<file path="src/rtl/mem_filter_master.sv">
// Sequenced word-memory initiator: reads len words from src_base, applies
// pass / XOR key / NOT / ADD key to each, and writes results to dst_base.
module mem_filter_master #(
  parameter int DATA_W = 32,
  parameter int ADDR_W = 32,
  parameter int LEN_W  = 16
) (
  input  logic              clk,
  input  logic              rst,
  input  logic              start,
  input  logic [2:0]        op,
  input  logic [DATA_W-1:0] key,
  input  logic [ADDR_W-1:0] src_base,
  input  logic [ADDR_W-1:0] dst_base,
  input  logic [LEN_W-1:0]  len,
  output logic [ADDR_W-1:0] address,
  output logic [DATA_W-1:0] wdata,
  output logic              wboolean,
  input  logic [DATA_W-1:0] rdata,
  output logic              busy,
  output logic              done,
  output logic [LEN_W-1:0]  count
);

  typedef enum logic [1:0] {IDLE, RD, WR, DONE} state_t;

  state_t            state, state_nxt;
  logic [2:0]        op_r;
  logic [DATA_W-1:0] key_r;
  logic [ADDR_W-1:0] src_r;
  logic [ADDR_W-1:0] dst_r;
  logic [LEN_W-1:0]  len_r;
  logic [LEN_W-1:0]  idx;
  logic [LEN_W-1:0]  cnt;
  logic [DATA_W-1:0] res_p1;
  logic [ADDR_W-1:0] offs;

  // Reserved opcodes (1xx) fall through to pass.
  function automatic logic [DATA_W-1:0] apply_op(
    input logic [2:0]        o,
    input logic [DATA_W-1:0] k,
    input logic [DATA_W-1:0] x
  );
    case (o)
      3'b001:  apply_op = x ^ k;
      3'b010:  apply_op = ~x;
      3'b011:  apply_op = x + k;
      default: apply_op = x;
    endcase
  endfunction

  assign offs = ADDR_W'(idx) << 2;

  always_comb begin
    state_nxt = state;
    case (state)
      IDLE: if (start) state_nxt = (len == '0) ? DONE : RD;
      RD:   state_nxt = WR;
      WR:   state_nxt = (idx == len_r - LEN_W'(1)) ? DONE : RD;
      DONE: state_nxt = IDLE;
      default: state_nxt = IDLE;
    endcase
  end

  always_comb begin
    address  = '0;
    wboolean = 1'b0;
    busy     = 1'b0;
    done     = 1'b0;
    case (state)
      RD: begin
        address = src_r + offs;
        busy    = 1'b1;
      end
      WR: begin
        address  = dst_r + offs;
        wboolean = 1'b1;
        busy     = 1'b1;
      end
      DONE:    done = 1'b1;
      default: ;
    endcase
  end

  assign wdata = res_p1;
  assign count = cnt;

  always_ff @(posedge clk) begin
    if (rst) begin
      state  <= IDLE;
      idx    <= '0;
      cnt    <= '0;
      res_p1 <= '0;
    end else begin
      state <= state_nxt;
      case (state)
        IDLE: if (start) begin
          idx <= '0;
          cnt <= '0;
        end
        // RD -> WR stage boundary: the filtered word is registered here
        RD: res_p1 <= apply_op(op_r, key_r, rdata);
        WR: begin
          idx <= idx + LEN_W'(1);
          cnt <= cnt + LEN_W'(1);
        end
        default: ;
      endcase
    end
  end

  // Job parameters are captured once per accepted start and held for the job.
  always_ff @(posedge clk) begin
    if (state == IDLE && start) begin
      op_r  <= op;
      key_r <= key;
      src_r <= src_base;
      dst_r <= dst_base;
      len_r <= len;
    end
  end

endmodule

</file>
<file path="config.mk">
export PLATFORM = sky130hd
export DESIGN_NAME = mem_filter_master
export DESIGN_NICKNAME = d
export VERILOG_FILES = /design/src/rtl/mem_filter_master.sv
export SDC_FILE = /design/constraint.sdc
export NUM_CORES = 1
export LEC_CHECK = 0
export BUFFER_PORTS_ARGS = -buffer_cell sky130_fd_sc_hd__buf_2
export CAP_MARGIN = 5
export CORE_MARGIN = 8
export CORE_UTILIZATION = 35
export DETAILED_ROUTE_END_ITERATION = 10
export PLACE_DENSITY = 0.58
export SETUP_SLACK_MARGIN = 0.2
export SKIP_LAST_GASP = 1
export SLEW_MARGIN = 40
export SYNTH_ARGS = -nofsm -noshare
export SYNTH_HDL_FRONTEND = slang
export SYNTH_SLANG_ARGS = --single-unit
</file>
<file path="constraint.sdc">
create_clock -name clk -period 7 [get_ports clk]
set_input_delay 0.35 -clock clk [delete_from_list [all_inputs] [get_ports clk]]
set_output_delay 0.35 -clock clk [all_outputs]
set_load 0.02 [all_outputs]
</file>
==> out/metrics.cfg <==
[final_layout]
final_cell_mix=buf_2 (232), edfxtp_1 (115), nor2_1 (112)
nFillCells=2984
drive_above_1_share=0.238
syn2layout_area_growth_pct=20.2
design_area_sq_mm=0.0128
nets=1522
final_common_cell=buf_2
stdcell_count=1724

[routing]
wl_mm=34.2
num_vias=9409
wl_per_cell_um=19.8
viasPerCell=5.46
drc=0
dr.pass1.iters=5
antenna_left=0
drt_iter0_markers=639

[sta]
slew_violations=0
fin_tns_setup_ps=0
tightest_slew_ps=829
finalClockSkew_ps=10.9
finalHoldViolations=0
setup_viol=0
rsz0062_at_grt=false
whs_ps=66.5
max_freq_mhz=200
max_slew_margin=0.440
fin_crit_ps=5000
period_share=0.715

[floorplanning]
die_x_um=191
die-area_sq_mm=0.0364
coreArea_sq_mm=0.0303
start_util=0.352
rows=64
ios=233
die_h_um=191

[run]
maxCapViolations=0

[worst_setup_path]
crit_slowest_cell=buf_4
required_ps=6650
path_cells=inv_1 -> ha_2 -> buf_4 -> mux2_2 -> ha_1 -> inv_1 -> fa_1 -> nor2b_1 -> o21ai_0 -> a21oi_1 -> o211ai_1 -> a21oi_1 -> a31oi_2 -> o21ai_0 -> nor3b_1 -> buf_2
cp_max_fo=40
setup.worst_path.end_class=primary output
crit_buf_inv=4
cp.arrival_ps=4650
critical-path-top-delay-family=compound AO/OA/AOI/OAI gates
startpoint_type=flip-flop
slowest_delay_ps=500
critical_path_class=flip-flop to primary output

[pwr]
vdd_drop_max_v=0.000172
p_leak_nw=5.14
powerDensity_mw_per_mm2=345

[cts]
clk_latency_ps=450
clk_pin_slew_worst_paths_ps=80
cts_buffer_depth=2
cts_root_buffer=clkbuf_16
clkSinkCount=181
cts_hold_buf=0
cts-htree-levels=4
cts_buffers=17
cts_tree=done
cts_resized=0
postCtsSetupBuffers=0

[synth]
yosys.area.top_type_share=0.323
syn_area_sq_mm=0.0107
yosysTopAreaCell=edfxtp_1
synth_seq_cells=181
netlist_instances=1104
syn_avg_cell_area_sq_um=9.68
synth_area_leaders=edfxtp_1 (32%), dfxtp_1 (12%), ha_1 (6.6%)
synth_edf_count=115
synth_cell_types=81
ys.flop_type=edfxtp_1
synthArstFlopShare=0
synth_nets=1312
yosys_warnings=0
synth-seq-area-share=0.447

[global_routing]
grtUsageTotal=0.186
grt_pass1_vias=9430
grt_pass1_wl_mm=52.8
antenna_found_initial=7
gr-total-overflow=0
grt_max_degree=62

[status]
outcome=complete, no violations

[min_path]
hold_class=primary input to flip-flop

[place]
dpl-instance-area_sq_mm=0.0122
hpwlAfterDp_mm=25.2
gp_congestion=0.885
portBuffers=232
placed_cells=1690

per-stage QoR:
stage | power (W) | util | worst slack (ps)
3_5_place_dp | 0.00348 | 0.403 | 2510
3_3_place_gp | 0.00345 | 0.402 | 2620
5_1_grt | 0.00472 | 0.423 | 1670
6_report | 0.00444 | 0.423 | 2000
2_1_floorplan | 0.00286 | - | 2040
4_1_cts | 0.00447 | 0.423 | 1970
worst register-to-register path: cells and delay by family (launching register included):
| family | cells | cell delay, ps |
|---|---|---|
| adder cells (fa/ha/maj) | 1 | 330 |
| flip-flops | 1 | 420 |
| AND/OR/NAND/NOR | 3 | 930 |
| AO/OA/AOI/OAI | 5 | 1510 |
kinds of logic (layout without fill, tap and decap cells):
family / Yosys count / in the layout / share of synthesized area
multiplexers: 41 / 41 / 0.0405
other: 0 / 1 / 0
buffers and inverters: 71 / 294 / 0.0268
adder cells (fa/ha/maj): 58 / 58 / 0.0693
flip-flops: 181 / 181 / 0.447
AND/OR/NAND/NOR: 394 / 394 / 0.183
XOR/XNOR: 65 / 65 / 0.0533
AO/OA/AOI/OAI: 294 / 294 / 0.180
flip-flops by register name (all words and copies together), names as in the netlist:
signal  count
dst_r      32
key_r      32
src_r      32
wdata      32
count      16
idx        16
len_r      16
op_r        3
state       2
Yosys cell counts (5+ instances only):
cell      count
a21oi_1      80
buf_1         6
a21o_1       20
clkbuf_1     36
o31ai_1       9
nand2_1      96
o21a_1        5
a22oi_1       5
inv_1        21
ha_1         56
nor3b_1       6
dfxtp_1      66
nor3_1       33
xnor2_1      27
o211ai_1     10
a211oi_1     11
nand2b_1      9
nor2b_1      12
and3_1       15
nor4_1        7
a31oi_1      10
nand3b_1      8
a32oi_1       8
mux2i_1      23
a211o_1       7
o221ai_1     10
edfxtp_1    115
or3_1        15
mux2_2       18
nand3_1      31
xor2_1       38
o21ai_0      65
nor2_1      114
o22ai_1       8
nand4_1      20
final timing paths:
kind | start | to | slack (ps) | depth (start not counted)
worst max-delay path | state[0]$_SDFFE_PP0P_ | address[26] | 2000 | 16
worst min-delay path | src_base[10] | src_r[10]$_DFFE_PP_ | 70 | 1
worst max register to register | key_r[1]$_DFFE_PP_ | wdata[17]$_SDFFE_PP0P_ | 3670 | 9
worst min register to register | wdata[14]$_SDFFE_PP0P_ | wdata[14]$_SDFFE_PP0P_ | 450 | 2
area by class of cell:
cell class / instances / area, sq um / area share
Multi-Input combinational cell: 852 / 5670 / 0.441
Inverter: 21 / 78.8 / 0.00614
Clock buffer: 18 / 429 / 0.0334
Timing Repair Buffer: 241 / 1240 / 0.0966
Sequential cell: 181 / 4770 / 0.372
Tap cell: 396 / 495 / 0.0386
Antenna cell: 1 / 2.50 / 0.000195
Clock inverter: 14 / 159 / 0.0124
power by group:
group          total [W]  internal (W)  switching, W
registers        0.00156       0.00143      0.000131
logic            0.00190      0.000652       0.00125
clock network   0.000975      0.000509      0.000466
total            0.00444       0.00259       0.00185
routing by layer:
| metal | track usage | wire length, um | vias to the layer above | share of wire |
|---|---|---|---|---|
| met3 | 0.0501 | 2170 | 50 | 0.063 |
| li1 | - | - | 4578 | - |
| met2 | 0.293 | 15500 | 292 | 0.45 |
| met5 | 0 | 83 | - | 0.0024 |
| met4 | 0.0632 | 611 | 12 | 0.018 |
| met1 | 0.244 | 15800 | 4477 | 0.46 |
Note: power is estimated with default switching activity, not from simulation.
